<file path="src/rtl/rc4_swap_ctrl.sv">
// rc4_swap_ctrl
//   Sequences one RC4 S-box swap, S[i] <-> S[j], against a single-port
//   8-bit SRAM, using an external temp register to hold old S[i].
//   State order: IDLE, RD_I, LD_TMP, RD_J, WR_I, WR_J, [RD_K, KS], DONE.
//
//   Optional feature macro: RC4_PRGA_KEYSTREAM_EN
//     Defined   : after the swap, S[(S[i]+S[j]) mod 256] is read
//                 (RD_K) and captured into keystream_o (KS).
//     Undefined : RD_K/KS absent; keystream_o and ks_valid_o tie to 0.
//
// Ports
//   clk, rst      clock, asynchronous active-high reset
//   start_i       swap request, sampled in IDLE only
//   i_i, j_i      S-box indices, latched on an accepted start
//   addr_o        SRAM address (0 when no access)
//   ren_o         SRAM read strobe, rdata_i valid the next cycle
//   wen_o         SRAM write strobe, committed at the ending edge
//   wdata_o       SRAM write data (0 when not writing)
//   rdata_i       SRAM read data
//   store_temp_o  load strobe for the external temp register
//   temp_i        current temp register value (old S[i])
//   busy_o        high in every state except IDLE
//   done_o        one-cycle pulse in DONE
//   keystream_o   last PRGA keystream byte
//   ks_valid_o    one-cycle pulse in KS; keystream_o updates at its end
module rc4_swap_ctrl (
  input  logic       clk,
  input  logic       rst,
  input  logic       start_i,
  input  logic [7:0] i_i,
  input  logic [7:0] j_i,
  output logic [7:0] addr_o,
  output logic       ren_o,
  output logic       wen_o,
  output logic [7:0] wdata_o,
  input  logic [7:0] rdata_i,
  output logic       store_temp_o,
  input  logic [7:0] temp_i,
  output logic       busy_o,
  output logic       done_o,
  output logic [7:0] keystream_o,
  output logic       ks_valid_o
);

  localparam int DATA_W = 8;

  typedef enum logic [3:0] {
    IDLE   = 4'd0,
    RD_I   = 4'd1,
    LD_TMP = 4'd2,
    RD_J   = 4'd3,
    WR_I   = 4'd4,
    WR_J   = 4'd5,
`ifdef RC4_PRGA_KEYSTREAM_EN
    RD_K   = 4'd6,
    KS     = 4'd7,
`endif
    DONE   = 4'd8
  } state_t;

  state_t state, state_nxt;

  logic [DATA_W-1:0] i_q, j_q;
  logic              ks_pulse;

  // Keystream index: carry out of the 8-bit add is discarded.
  function automatic logic [DATA_W-1:0] ks_index(input logic [DATA_W-1:0] a,
                                                 input logic [DATA_W-1:0] b);
    logic [DATA_W:0] sum;
    sum = {1'b0, a} + {1'b0, b};
    return sum[DATA_W-1:0];
  endfunction

`ifdef RC4_PRGA_KEYSTREAM_EN
  logic [DATA_W-1:0] sj_q;
  logic [DATA_W-1:0] ks_q;
`endif

  always_ff @(posedge clk or posedge rst) begin
    if (rst) begin
      state <= IDLE;
      i_q   <= '0;
      j_q   <= '0;
    end else begin
      state <= state_nxt;
      if (state == IDLE && start_i) begin
        i_q <= i_i;
        j_q <= j_i;
      end
    end
  end

`ifdef RC4_PRGA_KEYSTREAM_EN
  // sj_q keeps S[j] for the keystream index; temp_i still holds old S[i].
  always_ff @(posedge clk or posedge rst) begin
    if (rst) begin
      sj_q <= '0;
      ks_q <= '0;
    end else begin
      if (state == WR_I) sj_q <= rdata_i;
      if (state == KS)   ks_q <= rdata_i;
    end
  end

  assign keystream_o = ks_q;
  assign ks_valid_o  = ks_pulse;
`else
  assign keystream_o = '0;
  assign ks_valid_o  = 1'b0;
`endif

  // Outputs decode from state alone, so an asynchronous reset clears
  // every strobe in the same cycle and no further SRAM access is issued.
  always_comb begin
    state_nxt    = state;
    addr_o       = '0;
    ren_o        = 1'b0;
    wen_o        = 1'b0;
    wdata_o      = '0;
    store_temp_o = 1'b0;
    busy_o       = 1'b1;
    done_o       = 1'b0;
    ks_pulse     = 1'b0;
    case (state)
      IDLE: begin
        busy_o = 1'b0;
        if (start_i) state_nxt = RD_I;
      end
      RD_I: begin
        ren_o     = 1'b1;
        addr_o    = i_q;
        state_nxt = LD_TMP;
      end
      LD_TMP: begin
        store_temp_o = 1'b1;
        state_nxt    = RD_J;
      end
      RD_J: begin
        ren_o     = 1'b1;
        addr_o    = j_q;
        state_nxt = WR_I;
      end
      WR_I: begin
        wen_o     = 1'b1;
        addr_o    = i_q;
        wdata_o   = rdata_i;
        state_nxt = WR_J;
      end
      WR_J: begin
        wen_o   = 1'b1;
        addr_o  = j_q;
        wdata_o = temp_i;
`ifdef RC4_PRGA_KEYSTREAM_EN
        state_nxt = RD_K;
`else
        state_nxt = DONE;
`endif
      end
`ifdef RC4_PRGA_KEYSTREAM_EN
      RD_K: begin
        ren_o     = 1'b1;
        addr_o    = ks_index(temp_i, sj_q);
        state_nxt = KS;
      end
      KS: begin
        ks_pulse  = 1'b1;
        state_nxt = DONE;
      end
`endif
      DONE: begin
        done_o    = 1'b1;
        state_nxt = IDLE;
      end
      default: begin
        busy_o    = 1'b0;
        state_nxt = IDLE;
      end
    endcase
  end

`ifndef RC4_PRGA_KEYSTREAM_EN
  // Without the keystream path the pulse has no consumer.
  logic unused_ks;
  assign unused_ks = ks_pulse;
`endif

endmodule

</file>
<file path="config.mk">
export PLATFORM = sky130hd
export DESIGN_NAME = rc4_swap_ctrl
export DESIGN_NICKNAME = d
export VERILOG_FILES = /design/src/rtl/rc4_swap_ctrl.sv
export SDC_FILE = /design/constraint.sdc
export NUM_CORES = 1
export LEC_CHECK = 0
export ABC_CLOCK_PERIOD_IN_PS = 1500
export CAP_MARGIN = 20
export CORE_MARGIN = 1.5
export CORE_UTILIZATION = 37
export CTS_BUF_LIST = sky130_fd_sc_hd__clkbuf_16
export CTS_CLUSTER_DIAMETER = 60
export CTS_CLUSTER_SIZE = 40
export DETAILED_ROUTE_END_ITERATION = 16
export GPL_ROUTABILITY_DRIVEN = 1
export GPL_TIMING_DRIVEN = 0
export HOLD_SLACK_MARGIN = 0.15
export MAX_ROUTING_LAYER = met4
export PLACE_DENSITY_LB_ADDON = 0.25
export SYNTH_ARGS = -nofsm -noshare
export SYNTH_HDL_FRONTEND = slang
export SYNTH_SLANG_ARGS = --single-unit
</file>
<file path="constraint.sdc">
create_clock -name clk -period 1.5 [get_ports clk]
set_input_delay 0.45 -clock clk [delete_from_list [all_inputs] [get_ports clk]]
set_output_delay 0.45 -clock clk [all_outputs]
set_load 0.01 [all_outputs]
</file>
==> flow_metrics.env <==
export IMPL_status="finished with violations"
export IMPL_violations="negative setup slack"
export IMPL_hold_viol=0
export IMPL_final_seq_area_um2=501.7
export IMPL_setup_tns_ns=-10.14
export IMPL_root_buffer="clkbuf_16"
export IMPL_core_area_um2=3442
export IMPL_crit_chain="buf_8 > and2b_2 > o211ai_1 > a21oi_2 > buf_2"
export IMPL_wl_per_cell_um=15.27
export IMPL_portBuffers=55
export IMPL_drive_gt1_frac=0.5681
export IMPL_firstDrtPassIters=4
export IMPL_hold_buffers=0
export IMPL_arrival_ns=1.50
export IMPL_h_tree_depth=1
export IMPL_cpPeakStageDelay_ns=0.43
export IMPL_track_usage=0.1920
export IMPL_rows=21
export IMPL_post_route_drc_count=0
export IMPL_crit_family="flip-flops"
export IMPL_synth_edf_count=0
export IMPL_fin_worst_skew_ns=0.001631
export IMPL_comb_power_share=0.690
export IMPL_n_antenna_cell=0
export IMPL_start_kind="flop"
export IMPL_grt_first_pass_wirelength_mm=6.009
export IMPL_rsz0062_at_grt="yes"
export IMPL_fin_crit_ns=1.954
export IMPL_crit_type="reg2out"
export IMPL_area_delta_synth_final_pct=84.70
export IMPL_cp_max_fo=5
export IMPL_clk_pin_slew_ns=0.06
export IMPL_final_max_slew_viol_count=0
export IMPL_ys_ff_latch=20
export IMPL_ir_drop_uv=1157
export IMPL_avgSynthCellArea_um2=10.90
export IMPL_required_ns=1.05
export IMPL_async_flop_share=1.000
export IMPL_ys_flop_type="dfrtp_1"
export IMPL_synthCells=126
export IMPL_grt_pass1_vias=1180
export IMPL_end_kind="output pin"
export IMPL_min_path_type="reg2reg"
export IMPL_grt_max_degree=21
export IMPL_routed_via_count=1276
export IMPL_pre_cts_ws_ns=-0.6134
export IMPL_die_y_um=63.94
export IMPL_synth_area_um2=1374
export IMPL_total_power_mw=4.997
export IMPL_highest_layer="met4"
export IMPL_num_fill_cells=238
export IMPL_worst_slew_pin_slew_ns=0.7916
export IMPL_cts_tree="built"
export IMPL_routabilityCongestion=0.7960
export IMPL_fmax_mhz=511.7
export IMPL_power_density_nw_per_um2=1969
export IMPL_antenna_found_initial=0
export IMPL_internal_power_mw=3.112
export IMPL_dp_hpwl_mm=2.477
export IMPL_clockPowerShare=0.110
export IMPL_cap_violations=0
export IMPL_die_w_um=63.94
export IMPL_ant_nets=0
export IMPL_cts_sinks=20
export IMPL_final_core_util=0.7372
export IMPL_insertion_delay_ns=0.25
export IMPL_yosysWarnings=0
export IMPL_setup_viol=37
export IMPL_clk_path_buf_depth=2
export IMPL_crit_slowest_cell="dfrtp_2"
export IMPL_cts_buffers=3
export IMPL_leakage_nw=1.152
export IMPL_swShare=0.3771
export IMPL_ioPinCount=65
export IMPL_multi_input_area_um2=979.7
export IMPL_synthDistinctLibCells=32
export IMPL_vias_per_cell=4.927
export IMPL_initial_core_util=0.3991
export IMPL_slew_headroom=0.4717
export IMPL_drt_initial_drc_count=29
export IMPL_period_share=1.303
export IMPL_net_switching_power_mw=1.884
export IMPL_wl_met1_mm=1.618
export IMPL_fin_ws_ns=-0.4542
export IMPL_finalNetCount=249
export IMPL_drt_wl_total_mm=3.955
export IMPL_met3WireLength_um=165
export IMPL_seq_area_frac_synth=0.3643
export IMPL_p_seq_frac=0.200
export IMPL_wl_met2_mm=2.132
export IMPL_dieArea_um2=4088
export IMPL_cp_num_buf_inv=2
export IMPL_grt_overflow_total=0
## worst register-to-register path, delay by kind of cell, from the launching register on
kind | cells | cell delay, ns
buf+inv | 4 | 0.56
simple gates | 2 | 0.28
flops | 1 | 0.43
mux | 1 | 0.29
## sequential cells by signal, summed over array words and instances, names as in the netlist
name / flops
i_q: 8
j_q: 8
state: 4
## final timing paths
kind / start / end / slack, ns / cells past startpoint
max in group asynchronous: rst / state[1]$_DFFE_PP0P_ / 0.29 / 2
hold reg to reg: i_q[5]$_DFFE_PP0P_ / i_q[5]$_DFFE_PP0P_ / 0.51 / 1
hold / removal: i_q[5]$_DFFE_PP0P_ / i_q[5]$_DFFE_PP0P_ / 0.51 / 1
setup reg to reg: state[1]$_DFFE_PP0P_ / j_q[2]$_DFFE_PP0P_ / -0.18 / 7
min in group asynchronous: rst / i_q[6]$_DFFE_PP0P_ / 0.66 / 2
setup / recovery: state[1]$_DFFE_PP0P_ / addr_o[0] / -0.45 / 5
## per-stage QoR
stage	instances	hold WS, ns	area, um^2
2_1_floorplan	134	0.4138	1491
3_3_place_gp	235	0.4926	2100
3_5_place_dp	235	0.4935	2100
4_1_cts	257	0.5058	2397
5_1_grt	259	0.5295	2537
6_report	259	0.5101	2537
## per-layer routing
layer,up-vias,GRT usage
li1,597,-
met1,640,0.2603
met2,35,0.3203
met3,4,0.02993
met4,0,0.008152
met5,-,-
## layout make-up
class,count,area share
well taps,46,0.02268
multi-input cells,94,0.3861
clock buffers,3,0.02959
plain buffers,19,0.08531
repair buffers,74,0.2742
clock inverters,1,0.001479
inverters,2,0.002959
flip-flops and latches,20,0.1977
## placed cells by master (no fill, tap or decap), types with 5 or more instances in the layout
cell,synthesis,final
clkdlybuf4s50_1,0,34
mux2_2,6,6
mux2_4,10,10
dfrtp_1,20,19
nand3_2,0,5
nor2b_4,0,5
a21oi_2,0,8
mux2i_1,9,7
buf_2,2,17
conb_1,1,9
buf_6,4,15
buf_4,11,17
## logic make-up after synthesis
logic type	Yosys count	synth area share
simple gates	37	0.1785
mux	25	0.2240
buf+inv	21	0.1111
flops	20	0.3643
compound gates	19	0.08652
xor+xnor	3	0.03279
other cells	1	0.002730
## power groups by stage
stage | clock (mW) | combinational (mW) | sequential (mW)
3_5_place_dp | 0 | 2.56 | 0.981
6_report | 0.548 | 3.45 | 1.00
2_1_floorplan | 0 | 1.79 | 0.922
3_3_place_gp | 0 | 2.51 | 0.969
5_1_grt | 0.600 | 3.66 | 1.03
4_1_cts | 0.547 | 3.14 | 0.976
## Yosys cell counts, types with 3 or more instances
cell,number,area [um^2]
buf_6,4,45.04
nor2b_1,8,50.05
o21ai_0,5,25.02
dfrtp_1,20,500.5
nand3b_1,3,22.52
a21oi_1,8,40.04
mux2i_1,9,90.09
o211ai_1,3,22.52
mux2_2,6,67.56
mux2_4,10,150.1
nor2_1,10,37.54
nand3_1,5,25.02
buf_4,11,82.58
## repair_timing
| action | CTS | global route |
|---|---|---|
| endpoints found under the setup margin | 31 | 37 |
| gates resized for setup | 127 | 24 |
| pin swaps | 14 | 11 |
| buffers inserted | 16 | 3 |
| cloned | 3 | 0 |
Note: power is estimated with default switching activity, not from simulation.
